--- src/rtl/tmr_scrub_ctrl.sv ---
// rtl/tmr_scrub_ctrl.sv - background 2-of-3 majority scrubber for triplicated register words
//
// Walks WORDS triplicated words in a pass, reads the three copies of each word,
// votes bitwise 2-of-3 and writes the voted value back when the copies disagree.
// Passes repeat after `interval` idle cycles while enable is high.
//
// Ports:
//   clk, rstn                  clock, asynchronous active-low reset
//   enable                     scrubbing enabled (level)
//   interval                   idle cycles between passes, sampled on entry to WAIT
//   clear_err                  synchronous clear of err_count (wins over increment)
//   rd_req/rd_ack              read handshake; rd_a/rd_b/rd_c are the three copies
//   rd_addr                    word address, shared by reads and write-backs
//   wr_req/wr_ack/wr_data      write-back handshake carrying the voted value
//   err_strobe                 one-cycle pulse per corrected word
//   err_count                  saturating corrected-word counter
//   last_err_addr              address of the most recently corrected word
//   pass_done                  one-cycle pulse at the end of a full pass
//   busy                       high in READ, VOTE, WRITE, NEXT

module tmr_scrub_ctrl #(
  parameter int WORDS = 16,
  parameter int WIDTH = 8,
  parameter int AW    = 4,
  parameter int CNT_W = 8,
  parameter int IV_W  = 16
) (
  input  logic             clk,
  input  logic             rstn,
  input  logic             enable,
  input  logic [IV_W-1:0]  interval,
  input  logic             clear_err,
  output logic             rd_req,
  output logic [AW-1:0]    rd_addr,
  input  logic             rd_ack,
  input  logic [WIDTH-1:0] rd_a,
  input  logic [WIDTH-1:0] rd_b,
  input  logic [WIDTH-1:0] rd_c,
  output logic             wr_req,
  output logic [WIDTH-1:0] wr_data,
  input  logic             wr_ack,
  output logic             err_strobe,
  output logic [CNT_W-1:0] err_count,
  output logic [AW-1:0]    last_err_addr,
  output logic             pass_done,
  output logic             busy
);

  typedef enum logic [2:0] {
    ST_IDLE  = 3'd0,
    ST_WAIT  = 3'd1,
    ST_READ  = 3'd2,
    ST_VOTE  = 3'd3,
    ST_WRITE = 3'd4,
    ST_NEXT  = 3'd5
  } state_t;

  localparam logic [AW-1:0]    LAST_ADDR = AW'(WORDS - 1);
  localparam logic [CNT_W-1:0] CNT_MAX   = {CNT_W{1'b1}};

  state_t           state_q, state_d;
  logic [AW-1:0]    addr_q, addr_d;
  logic [IV_W-1:0]  cnt_q, cnt_d;
  logic [WIDTH-1:0] a_q, a_d, b_q, b_d, c_q, c_d;
  logic [WIDTH-1:0] wr_data_q, wr_data_d;
  logic [CNT_W-1:0] err_count_q, err_count_d;
  logic [AW-1:0]    last_err_addr_q, last_err_addr_d;

  logic [WIDTH-1:0] voted;
  logic             mismatch;

  // Copies captured in READ are voted from registers so the bank data only
  // needs to be valid in the rd_ack cycle.
  assign voted    = (a_q & b_q) | (b_q & c_q) | (a_q & c_q);
  assign mismatch = (a_q != b_q) || (b_q != c_q);

  always_ff @(posedge clk or negedge rstn) begin
    if (!rstn) begin
      state_q         <= ST_IDLE;
      addr_q          <= '0;
      cnt_q           <= '0;
      a_q             <= '0;
      b_q             <= '0;
      c_q             <= '0;
      wr_data_q       <= '0;
      err_count_q     <= '0;
      last_err_addr_q <= '0;
    end else begin
      state_q         <= state_d;
      addr_q          <= addr_d;
      cnt_q           <= cnt_d;
      a_q             <= a_d;
      b_q             <= b_d;
      c_q             <= c_d;
      wr_data_q       <= wr_data_d;
      err_count_q     <= err_count_d;
      last_err_addr_q <= last_err_addr_d;
    end
  end

  always_comb begin
    state_d         = state_q;
    addr_d          = addr_q;
    cnt_d           = cnt_q;
    a_d             = a_q;
    b_d             = b_q;
    c_d             = c_q;
    wr_data_d       = wr_data_q;
    err_count_d     = err_count_q;
    last_err_addr_d = last_err_addr_q;
    rd_req          = 1'b0;
    wr_req          = 1'b0;
    err_strobe      = 1'b0;
    pass_done       = 1'b0;

    case (state_q)
      ST_IDLE: begin
        if (enable) begin
          cnt_d   = interval;
          state_d = ST_WAIT;
        end
      end

      ST_WAIT: begin
        if (!enable) begin
          state_d = ST_IDLE;
        end else if (cnt_q == '0) begin
          addr_d  = '0;
          state_d = ST_READ;
        end else begin
          cnt_d = cnt_q - IV_W'(1);
        end
      end

      // enable is deliberately ignored here and in WRITE: a request, once
      // raised, is held until its ack.
      ST_READ: begin
        rd_req = 1'b1;
        if (rd_ack) begin
          a_d     = rd_a;
          b_d     = rd_b;
          c_d     = rd_c;
          state_d = ST_VOTE;
        end
      end

      ST_VOTE: begin
        if (mismatch) begin
          wr_data_d       = voted;
          err_strobe      = 1'b1;
          last_err_addr_d = addr_q;
          if (err_count_q != CNT_MAX) begin
            err_count_d = err_count_q + CNT_W'(1);
          end
          state_d = ST_WRITE;
        end else begin
          state_d = ST_NEXT;
        end
      end

      ST_WRITE: begin
        wr_req = 1'b1;
        if (wr_ack) begin
          state_d = ST_NEXT;
        end
      end

      ST_NEXT: begin
        if (addr_q == LAST_ADDR) begin
          pass_done = 1'b1;
          addr_d    = '0;
          if (enable) begin
            cnt_d   = interval;
            state_d = ST_WAIT;
          end else begin
            state_d = ST_IDLE;
          end
        end else if (enable) begin
          addr_d  = addr_q + AW'(1);
          state_d = ST_READ;
        end else begin
          // Abandoned mid-pass: no pass_done, restart from word 0 next time.
          addr_d  = '0;
          state_d = ST_IDLE;
        end
      end

      default: begin
        state_d = ST_IDLE;
      end
    endcase

    if (clear_err) begin
      err_count_d = '0;
    end
  end

  assign rd_addr       = addr_q;
  assign wr_data       = wr_data_q;
  assign err_count     = err_count_q;
  assign last_err_addr = last_err_addr_q;
  assign busy          = (state_q == ST_READ) || (state_q == ST_VOTE) ||
                         (state_q == ST_WRITE) || (state_q == ST_NEXT);

endmodule

--- config.mk ---
export PLATFORM = sky130hd
export DESIGN_NAME = tmr_scrub_ctrl
export DESIGN_NICKNAME = d
export VERILOG_FILES = /design/src/rtl/tmr_scrub_ctrl.sv
export SDC_FILE = /design/constraint.sdc
export NUM_CORES = 1
export LEC_CHECK = 0
export BUFFER_PORTS_ARGS = -buffer_cell sky130_fd_sc_hd__buf_2
export CORE_MARGIN = 1.5
export CORE_UTILIZATION = 30
export DETAILED_ROUTE_END_ITERATION = 16
export GPL_ROUTABILITY_DRIVEN = 0
export RECOVER_POWER = 25
export SKIP_LAST_GASP = 1
export SYNTH_ARGS = -nofsm -noshare
export SYNTH_HDL_FRONTEND = slang
export SYNTH_SLANG_ARGS = --single-unit
--- constraint.sdc ---
create_clock -name clk -period 1.9 [get_ports clk]
set_input_delay 0.095 -clock clk [delete_from_list [all_inputs] [get_ports clk]]
set_output_delay 0.095 -clock clk [all_outputs]
set_load 0.05 [all_outputs]
== Yosys cells after proc, flatten, opt, wreduce, memory -nomap -nowiden ==
Cells that the tools add are included.

* Add/subtract/negate cells: 3
* Equal/unequal tests: 17
* Muxes and demuxes: 30
* Bitwise operators: 5
* Reductions and logical operators: 17

{| class="wikitable"
|+ Operators by type and width
! kind !! count
|-
| two-way mux 16 bit || 4
|-
| one-hot mux 16 bit (3 select lines) || 1
|-
| two-way mux 8 bit || 4
|-
| bitwise AND 8 bit || 3
|-
| two-way mux 3 bit || 6
|-
| one-hot mux 3 bit (6 select lines) || 1
|-
| zero test 16 bit || 1
|-
| two-way mux 4 bit || 4
|-
| != test 8 bit || 2
|-
| OR 8 bit || 2
|-
| subtractor 16 x 1 -> 16 bit, second input constant || 1
|-
| != test 2 bit, second input constant || 7
|-
| adder 8 x 1 -> 8 bit, second input constant || 1
|-
| two-way mux 1 bit || 8
|-
| != test 8 bit, second input constant || 1
|-
| one-hot mux 4 bit (2 select lines) || 1
|-
| AND reduction 4 bit || 2
|-
| nonzero test 2 bit || 4
|-
| == test 3 x 2 -> 1 bit, second input constant || 2
|-
| == test 3 bit, second input constant || 2
|-
| AND reduction 3 bit || 2
|-
| adder 4 x 1 -> 4 bit, second input constant || 1
|-
| == test 4 bit, second input constant || 1
|-
| logical OR 1 bit || 4
|-
| 6 further kinds || 7
|}

* Register bits: 67
* Input port bits: 46

== Longest topological paths before layout ==
Gate-level depths: netlist (run 1).

* Depth after elaboration: 5
* Mapped depth: 8
* Gate-level depth less buffers: 6

== Worst setup path before layout (run 1) ==
Ideal clock, no wire load.

* Path kind: register -> register
* From: reg state_q[1]
* To: reg a_q[0]
* Library setup time: 0.125 ns
* Arrival: 2.677 ns
* Required time: 1.775 ns
* Slack: -0.902 ns
* Stages on the path, launching flop included: 8
* Buffers on the path: 3
* Period minus slack after synthesis: 2.802 ns
* Cells stage by stage: dfrtp_1 buf_2 inv_1 nor3_1 and2_1 buf_2 buf_2 mux2_2

* Cells in the longest elaborated chain, start to end: 2

{| class="wikitable"
|+ RTL lines
! element !! RTL line !! RTL
|-
| from (decl) || 61 || <nowiki>state_t state_q, state_d;</nowiki>
|-
| from (signal assigned) || 89 || <nowiki>state_q <= state_d;</nowiki>
|-
| == test 3 x 2 -> 1 bit || 116 || <nowiki>case (state_q)</nowiki>
|-
| AND reduction 2 bit (no line) || n/a ||
|-
| to (signal assigned) || 82 || <nowiki>a_q <= '0;</nowiki>
|-
| to (signal assigned) || 92 || <nowiki>a_q <= a_d;</nowiki>
|-
| to (decl) || 64 || <nowiki>logic [WIDTH-1:0] a_q, a_d, b_q, b_d, c_q, c_d;</nowiki>
|}

Every way passes these cells.
A chain may end at the register's enable or synchronous reset.

== Worst setup path in the final report (run 1) ==
* From: reg a_q[2]
* To: out err_strobe

* Cells in the longest elaborated chain, start to end: 4

{| class="wikitable"
|+ RTL lines
! element !! RTL line !! RTL
|-
| != test 8 bit || 75 || <nowiki>assign mismatch = (a_q != b_q) || (b_q != c_q);</nowiki>
|-
| logical OR 1 bit || 75 ||
|-
| two-way mux 1 bit || 148 || <nowiki>if (mismatch) begin</nowiki>
|-
| two-way mux 1 bit || 116 ||
|-
| to (decl) || 42 || <nowiki>output logic err_strobe,</nowiki>
|}

Every way passes these cells.

==> results of run 1 <==
-- cells in the mapped netlist (3+ instances only) --
library cell and count:
buf_2 8, a211oi_1 13, or3_1 4, a31oi_1 3
inv_1 8, o21a_1 3, nor2_1 23, a41oi_1 4
nor3b_1 3, o211ai_1 4, nand4_1 5, o21ai_0 27
clkbuf_1 9, a21oi_1 10, o32ai_1 3, and3_1 3
ha_1 20, nand2b_1 4, and2_1 3, nand4b_1 4
o2bb2ai_1 3, nor4b_1 3, nor3_1 11, a22oi_1 6
mux2_2 26, nand2_1 28, nor4_1 11, dfrtp_1 67
-- cells by family after synthesis --
kind of cell / synth area share
muxes: 0.08096
adders and majority gates: 0.06691
and+or+nand+nor: 0.1870
DFF: 0.4483
AOI/OAI and AO/OA: 0.1783
buffers and inverters: 0.03613
xor gates and xnor gates: 0.002342
-- metrics by stage --
step                      setup slack [ns]  setup TNS, ns  total power [mW]  area (µm²)  hold WS, ns
after floorplan                   -0.02843        -0.2220             2.758        3875      -0.2006
after global placement            -0.03432       -0.08364             3.576        4858       0.1434
after detailed placement           -0.1151         -1.019             3.607        4858       0.1594
after CTS                          -0.1389        -0.5332             5.418        5638   0.00002681
after global routing               -0.1598         -2.689             5.909        5977     0.005781
final                             -0.08324        -0.5199             5.610        5977      0.01576
-- power by group through the flow --
stage,Combinational [mW],Sequential (mW),Clock [mW]
after floorplan,0.922,1.84,0
after global placement,1.83,1.75,0
after detailed placement,1.86,1.75,0
after CTS,1.95,1.74,1.72
after global routing,2.34,1.78,1.79
final,2.18,1.75,1.68
-- sequential cells by signal, summed over array words and instances (netlist names) --
signal / count
c_q: 8
state_q: 3
cnt_q: 16
wr_data: 8
b_q: 8
last_err_addr: 4
a_q: 8
rd_addr: 4
err_count: 8
-- final cells by class --
class / instances / area (µm²) / share of cell area
multi-input cells: 264 / 2439 / 0.4080
well taps: 168 / 210.2 / 0.03517
clock buffers: 11 / 242.7 / 0.04061
inverters: 8 / 35.03 / 0.005861
flip-flops and latches: 67 / 1685 / 0.2820
clock inverters: 4 / 51.30 / 0.008583
repair buffers: 180 / 1314 / 0.2198
-- timing repair --
| action | CTS | global route |
|---|---|---|
| endpoints found under the hold margin | 43 | 0 |
| gates resized for setup | 32 | 52 |
| buffers inserted | 10 | 9 |
| endpoints found under the setup margin | 24 | 42 |
| cloned | 0 | 1 |
| hold buffers | 23 | 0 |
| pin swaps | 14 | 25 |
-- layer usage --
layer / GRT usage / vias to the layer above / wire length, µm
li1: - / 1713 / -
met1: 0.2167 / 1728 / 5105
met2: 0.2930 / 106 / 5459
met3: 0.04659 / 26 / 597
met4: 0.05833 / 0 / 209
met5: 0 / - / 0
-- worst max-delay path by stage --
stage | cells past startpoint | slack (ns) | to
after global routing | 5 | -0.16 | err_strobe
after detailed placement | 6 | -0.12 | err_count[1]
final | 5 | -0.08 | err_strobe
after CTS | 6 | -0.14 | err_count[5]
after global placement | 6 | -0.03 | err_count[5]
after floorplan | 7 | -0.03 | a_q[0]
==> impl_metrics.csv, run 1 <==
group,metric,value,unit
status,outcome,"complete, but fails checks",
status,failed_checks,"setup timing",
power,switchingPower,1.880,mW
cts,cts_tree,"done",
logic_synthesis,netlist_area,3740,µm²
logic_synthesis,synthTopCellsByArea,"dfrtp_1, mux2_2, ha_1",
global_route,grt_antenna_before_repair,0,
timing,rsz0062_at_grt,"yes",
detailed_routing,first_iter_violations,202,
global_route,grt_remaining_overflow,0,
power,power_frac_seq,0.313,
final_layout,num-fill-cells,1054,
global_route,grt_pass1_vias,3653,
detailed_routing,num_vias,3573,
detailed_routing,avgViaCountPerCell,5.090,
logic_synthesis,synth.top_cell.area_share,0.4483,
floorplanning,start_util,0.3101,
final_layout,nNetsFinal,596,
worst_hold_path,hold_end,"c_q[2]",
cts,cts.sinks,67,
logic_synthesis,yosysUniqueCellTypes,62,
logic_synthesis,synth_ff_type,"dfrtp_1",
worst_hold_path,hp-start,"rd_c[2]",
final_layout,utilization,0.4955,
setup_path,crit_slowest_cell,"dfrtp_1",
run,cap_violations,0,
setup_path,worst_setup_path_end_kind,"output port",
logic_synthesis,netlist_instances,361,
global_route,grt_use_total,0.1744,
setup_path,r2r_start,"cnt_q[13]",
final_layout,finalNonFillerCells,702,
setup_path,r2r-end,"cnt_q[1]",
logic_synthesis,synth_top_cell_by_area,"dfrtp_1",
power,p_per_area,938.6,nW/µm²
floorplanning,die_h,114.7,µm
timing,setup_violations,16,
power,p_leak,2.700,nW
timing,fin_crit,1.983,ns
floorplanning,rows,40,
power,pwr-share-comb,0.388,
setup_path,r2r_slack,-0.08,ns
cts,clkTransAtPathRegs,0.06,ns
floorplanning,fp.dieArea,13140,µm²
setup_path,worstSetupPathType,"reg2out",
setup_path,r2r_cells,4,
logic_synthesis,synth_warnings,0,
floorplanning,die_x,114.7,µm
setup_path,startpoint_type,"register",
timing,slew_headroom,0.5578,
final_layout,layout_common_cells,"buf_2, buf_4, dfrtp_1",
logic_synthesis,async_reset_ff_frac,1.000,
setup_path,max_stage_delay,0.39,ns
detailed_routing,drc,0,
logic_synthesis,ys_ff_latch,67,
cts,cts_root_buf,"clkbuf_16",
cts,h-tree-depth,3,
detailed_routing,totalWireLength,11370,µm
detailed_routing,first_pass_iters,4,
setup_path,cp_data_required_time,1.80,ns
final_layout,synthToLayoutAreaGrowth,59.82,%
timing,post-route-worst-setup-slack,-0.08324,ns
cts,clockBufferDepth,2,
setup_path,timing.critical_path.buf_inv,2,
timing,fmax,504.2,MHz
setup_path,path_cells,"ha_1, nor4_4, a41o_2, inv_4, buf_8",
global_route,grt_max_degree,26,
placed_design,post-place-cells,645,
timing,final.setup_skew,0.004825,ns
cts,clock_latency,0.34,ns
logic_synthesis,synth_nets,427,
power,p_clk_frac,0.299,
power,p_int,3.730,mW
setup_path,critPathTopFamily,"flip-flops",
setup_path,critPathLaunch,"a_q[2]",
cts,cts_inserted_buffers,9,
timing,fin_crit_sh,1.044,
floorplanning,ioPinCount,75,
setup_path,arrival,1.89,ns
worst_hold_path,hold_class,"in2reg",
timing,finalHoldViolCount,0,
floorplanning,core,12060,µm²
final_layout,diodes,0,
timing,drv_slew,0,
placed_design,portBuffers,74,
detailed_routing,ant_nets,0,
worst_hold_path,hold_depth,2,
global_route,grt_pass1_wl,17820,µm
final_layout,drive_gt1_frac,0.5056,
timing,worst_slew_pin_slew,0.6633,ns
logic_synthesis,avgSynthCellArea,10.36,µm²
setup_path,crit_path_max_fanout,4,
detailed_routing,wire_per_inst,16.20,µm
placed_design,dpl.hpwl,7592,µm
power,switching_share,0.3352,
logic_synthesis,seq_area_frac_synth,0.4483,
power,ir_drop,491.9,µV
logic_synthesis,synth_edf_count,0,
No activity file was read; power rests on OpenSTA's default activity.
==> inputs of run 2 (changes only) <==
==> constraint.sdc (replaced) <==
create_clock -name clk -period 1.9 [get_ports clk]
set_input_delay 0.38 -clock clk [delete_from_list [all_inputs] [get_ports clk]]
set_output_delay 0.38 -clock clk [all_outputs]
set_load 0.05 [all_outputs]
==> impl_metrics.csv, run 2 (synthesis results as in run 1) <==
group,metric,value,unit
setup_path,r2r_start,"b_q[4]",
cts,cts_tree,"done",
cts,clockBufferDepth,2,
worst_hold_path,hold_class,"in2reg",
floorplanning,fp.dieArea,13140,µm²
setup_path,worstSetupPathType,"reg2out",
setup_path,cp_data_required_time,1.52,ns
timing,drv_slew,68,
status,failed_checks,"capacitance limit, slew limit, setup timing",
detailed_routing,avgViaCountPerCell,5.097,
setup_path,crit_path_max_fanout,3,
setup_path,r2r-end,"err_count[5]",
timing,post-route-worst-setup-slack,-0.3211,ns
detailed_routing,wire_per_inst,16.24,µm
detailed_routing,drc,0,
detailed_routing,first_iter_violations,198,
status,outcome,"complete, but fails checks",
global_route,grt_use_total,0.1679,
final_layout,final_common_cell,"buf_4",
floorplanning,rows,40,
timing,fin_crit,2.221,ns
setup_path,worst_setup_path_end_kind,"output port",
setup_path,arrival,1.84,ns
floorplanning,die_x,114.7,µm
cts,cts_inserted_buffers,9,
final_layout,largest-register,"cnt_q",
worst_hold_path,hp-start,"rd_c[3]",
cts,clock_latency,0.33,ns
final_layout,diodes,0,
final_layout,largest_reg_flops,16,
cts,cts.sinks,67,
final_layout,multiInputGateArea,2425,µm²
global_route,grt_max_degree,68,
setup_path,startpoint_type,"register",
floorplanning,core,12060,µm²
cts,h-tree-depth,3,
final_layout,seq_area,1689,µm²
setup_path,r2r_cells,7,
timing,finalHoldViolCount,0,
timing,rsz0062_at_grt,"yes",
final_layout,nNetsFinal,574,
worst_hold_path,hold_end,"c_q[3]",
floorplanning,ioPinCount,75,
detailed_routing,num_vias,3466,
worst_hold_path,hold_depth,2,
timing,fmax,450.2,MHz
floorplanning,start_util,0.3101,
run,cap_violations,1,
final_layout,drive_gt1_frac,0.5293,
timing,whs,0.2788,ns
timing,slew_headroom,-0.02970,
setup_path,r2r_slack,-0.21,ns
floorplanning,die_h,114.7,µm
cts,holdBufCountCts,0,
final_layout,layout_common_cells,"buf_4, buf_2, dfrtp_1",
power,p_per_area,990.4,nW/µm²
power,p_leak,2.603,nW
power,ir_drop,526.6,µV
timing,final.setup_skew,0.006724,ns
final_layout,num-fill-cells,1077,
timing,setup_violations,18,
global_route,grt_pass1_wl,17310,µm
placed_design,portBuffers,74,
placed_design,dpl.hpwl,7510,µm
final_layout,synthToLayoutAreaGrowth,54.23,%
cts,clkTransAtPathRegs,0.06,ns
global_route,grt_remaining_overflow,0,
timing,worst_slew_pin_slew,1.545,ns
global_route,grt_antenna_before_repair,0,
placed_design,pre_cts_ws,-0.1495,ns
global_route,grt_pass1_vias,3591,
cts,cts_root_buf,"clkbuf_16",
timing,fin_crit_sh,1.169,
detailed_routing,totalWireLength,11040,µm
detailed_routing,ant_nets,0,
detailed_routing,first_pass_iters,4,
[run 2: changes by cell type in the layout (fill, tap and decap cells not counted), sizes merged]
cell,delta
bufinv,+2
clkbuf,-4
dlygate4sd3,-23
buf,+3
[run 2: layer usage]
layer  vias up  global-route usage  part of all wire  wire length (µm)
li1       1673                   -                 -                 -
met1      1693              0.2060              0.43              4773
met2        90              0.2982              0.52              5702
met3        10             0.03706             0.043               472
met4         0             0.04167            0.0084                93
met5         -                   0                 0                 0
[run 2: layout make-up]
class,instances,share of cell area
clock buffers,9,0.03905
clock inverters,6,0.01996
inverters,8,0.006074
multi-input cells,264,0.4204
flip-flops and latches,67,0.2928
well taps,168,0.03644
repair buffers,158,0.1852
[run 2: what timing repair did]
item	in CTS	in global routing
setup endpoints to repair	27	44
cloned	1	0
pin swaps	14	12
resized for setup	42	37
setup buffers	3	5
[run 2: how the worst max path moves through the flow]
stage / slack (ns) / depth (start not counted) / to / start
2_1_floorplan: -0.03 / 7 / a_q[0] / state_q[1]
3_3_place_gp: -0.11 / 5 / err_strobe / b_q[7]
3_5_place_dp: -0.15 / 8 / cnt_q[4] / cnt_q[1]
4_1_cts: -0.39 / 5 / err_strobe / b_q[1]
5_1_grt: -0.37 / 5 / err_strobe / b_q[2]
6_report: -0.32 / 5 / err_strobe / b_q[2]
[run 2: critical path, stage by stage (launching register included)]
cell	delay, ns
dfrtp_2	0.44
ha_4	0.23
nor4_4	0.32
a41o_1	0.31
inv_4	0.05
buf_6	0.15
[run 2: stage by stage]
| step | instance area (µm²) | total power [mW] | std cells | utilization | TNS (ns) |
|---|---|---|---|---|---|
| finish | 5768 | 5.713 | 680 | 0.4782 | -1.199 |
| global route | 5768 | 6.001 | 680 | 0.4782 | -2.890 |
| CTS | 5547 | 5.574 | 675 | 0.4599 | -1.343 |
| detailed placement | 4921 | 3.555 | 656 | 0.4080 | -2.650 |
| global placement | 4921 | 3.517 | 656 | 0.4080 | -0.9645 |
| floorplan | 3895 | 2.758 | 361 | - | -0.2217 |
[run 2: power by group]
| group | internal (mW) | switching, mW |
|---|---|---|
| Clock | 1.28 | 0.640 |
| Sequential | 1.62 | 0.148 |
| Combinational | 0.997 | 1.03 |
| Total | 3.89 | 1.82 |
==> inputs of run 3 (changes only) <==
--- a/config.mk
+++ b/config.mk
@@ -7,10 +7,12 @@
 export LEC_CHECK = 0
 export BUFFER_PORTS_ARGS = -buffer_cell sky130_fd_sc_hd__buf_2
 export CORE_MARGIN = 1.5
-export CORE_UTILIZATION = 30
+export CORE_UTILIZATION = 45
 export DETAILED_ROUTE_END_ITERATION = 16
 export GPL_ROUTABILITY_DRIVEN = 0
+export PLACE_DENSITY = 0.7
 export RECOVER_POWER = 25
+export SETUP_SLACK_MARGIN = 0.2
 export SKIP_LAST_GASP = 1
 export SYNTH_ARGS = -nofsm -noshare
 export SYNTH_HDL_FRONTEND = slang
==> impl_metrics.csv, run 3 (synthesis results as in run 1) <==
group,metric,value,unit
status,outcome,"complete, but fails checks",
status,failed_checks,"setup timing",
power,ir_drop,712.6,µV
cts,cts_tree,"done",
cts,cts.sinks,67,
floorplanning,die_x,94.17,µm
timing,final.setup_skew,0.01613,ns
timing,worst_slew_pin_slew,1.216,ns
cts,clock_latency,0.36,ns
setup_path,r2r_start,"a_q[2]",
run,cap_violations,0,
detailed_routing,first_pass_iters,5,
final_layout,drive_gt1_frac,0.5795,
global_route,grt_util_met3,0.05502,
setup_path,startpoint_type,"register",
cts,clockBufferDepth,2,
cts,clkTransAtPathRegs,0.09,ns
detailed_routing,drc,0,
detailed_routing,avgViaCountPerCell,5.853,
setup_path,r2r-end,"err_count[7]",
setup_path,worst_setup_path_end_kind,"output port",
power,p_int,3.567,mW
worst_hold_path,hold_class,"in2reg",
floorplanning,start_util,0.4598,
global_route,met2_usage,0.4556,
placed_design,dpl-instance-area,4837,µm²
global_route,grt_antenna_before_repair,0,
timing,rsz0062_at_grt,"yes",
setup_path,cp_data_required_time,1.52,ns
floorplanning,fp.dieArea,8867,µm²
global_route,grt_max_degree,50,
timing,post-route-worst-setup-slack,-0.3962,ns
floorplanning,core,8134,µm²
floorplanning,die_h,94.17,µm
setup_path,timing.critical_path.to,"err_strobe",
setup_path,arrival,1.92,ns
final_layout,nNetsFinal,589,
power,p_leak,2.693,nW
timing,slew_headroom,0.1893,
final_layout,diodes,0,
detailed_routing,totalWireLength,12000,µm
placed_design,portBuffers,74,
detailed_routing,ant_nets,0,
floorplanning,ioPinCount,75,
timing,whs,0.2456,ns
global_route,grt_use_total,0.2633,
timing,fin_crit,2.296,ns
cts,cts_root_buf,"clkbuf_8",
setup_path,r2r_slack,-0.28,ns
power,pwr-share-comb,0.396,
setup_path,critPathLaunch,"a_q[2]",
final_layout,layout_common_cells,"buf_4, buf_2, dfrtp_1",
cts,cts_inserted_buffers,9,
detailed_routing,num_vias,3705,
placed_design,dpl.hpwl,7059,µm
power,p_per_area,917.4,nW/µm²
timing,fin_crit_sh,1.209,
global_route,grt_pass1_vias,3676,
final_layout,postLayoutCellArea,5876,µm²
power,power_frac_seq,0.331,
power,switchingPower,1.823,mW
power,switching_share,0.3382,
final_layout,largest_reg_flops,16,
setup_path,worstSetupPathType,"reg2out",
timing,setup_violations,67,
global_route,top_usage_layer,"met2",
timing,fmax,435.5,MHz
power,p_clk_frac,0.274,
detailed_routing,wire_per_inst,18.95,µm
timing,drv_slew,0,
global_route,grt_remaining_overflow,0,
cts,h-tree-depth,3,
global_route,grtUsageMet1,0.3291,
setup_path,crit_path_max_fanout,2,
floorplanning,rows,33,
timing,finalHoldViolCount,0,
detailed_routing,first_iter_violations,191,
setup_path,r2r_cells,9,
final_layout,largest-register,"cnt_q",
final_layout,synthToLayoutAreaGrowth,57.11,%
global_route,grt_pass1_wl,17880,µm
final_layout,final_common_cell,"buf_4",
==> run 3: cell types whose count changed in the layout (fill, tap and decap cells not counted), sizes merged <==
cell         change
clkinv           +1
dlygate4sd3      +1
inv              -1
buf             +12
clkbuf           +3
==> run 3: power groups by stage <==
stage,Clock (mW),Combinational (mW),Sequential (mW)
final,1.48,2.13,1.78
after global routing,1.56,2.30,1.80
after CTS,1.48,2.04,1.77
after detailed placement,0,1.81,1.78
after global placement,0,1.76,1.78
after floorplan,0,0.943,1.84
==> run 3: area by class of cell <==
class,instances,area [µm²]
clock buffers,10,127.6
clock inverters,6,115.1
fillers,532,2258
inverters,8,45.04
multi-input cells,264,2426
flip-flops and latches,67,1692
well taps,105,131.4
repair buffers,173,1339
==> run 3: repair_timing <==
action,CTS,global route
cloned,3,2
buffers inserted,19,9
pin swaps,44,10
hold buffers,1,0
hold endpoints to repair,2,0
setup endpoints to repair,46,70
resized for setup,90,27
==> run 3: worst min path at each step <==
| stage | start | to | slack, ns | cells after the start |
|---|---|---|---|---|
| 6_report | rd_a[5] | a_q[5] | 0.25 | 2 |
| 2_1_floorplan | rstn | a_q[0] | 0.08 | 0 |
| 5_1_grt | rd_a[5] | a_q[5] | 0.23 | 2 |
| 3_3_place_gp | rstn | err_count[1] | 0.37 | 1 |
| 3_5_place_dp | rstn | err_count[1] | 0.38 | 1 |
| 4_1_cts | rd_a[5] | a_q[5] | 0.24 | 2 |
==> run 3: stage by stage <==
stage / TNS, ns / util / power [mW] / cells / setup slack, ns
5_1_grt: -13.47 / 0.7224 / 5.658 / 633 / -0.4841
4_1_cts: -2.525 / 0.6933 / 5.286 / 622 / -0.3614
3_5_place_dp: -1.247 / 0.5947 / 3.594 / 583 / -0.1420
6_report: -7.732 / 0.7224 / 5.391 / 633 / -0.3962
2_1_floorplan: -0.2167 / - / 2.785 / 361 / -0.02792
3_3_place_gp: -0.9777 / 0.5947 / 3.534 / 583 / -0.08616
==> run 3: per-layer routing <==
metal  vias up  routed length [µm]  part of all wire
li1       1692                   -                 -
met1      1805                4949              0.41
met2       176                5984              0.50
met3        32                 733             0.061
met4         0                 327             0.027
met5         -                   0                 0
==> run 3: worst max-delay path: stages, from the launching register on <==
cell,delay [ns]
dfrtp_1,0.40
ha_1,0.32
nor4_2,0.32
a41o_1,0.32
inv_4,0.05
buf_6,0.15
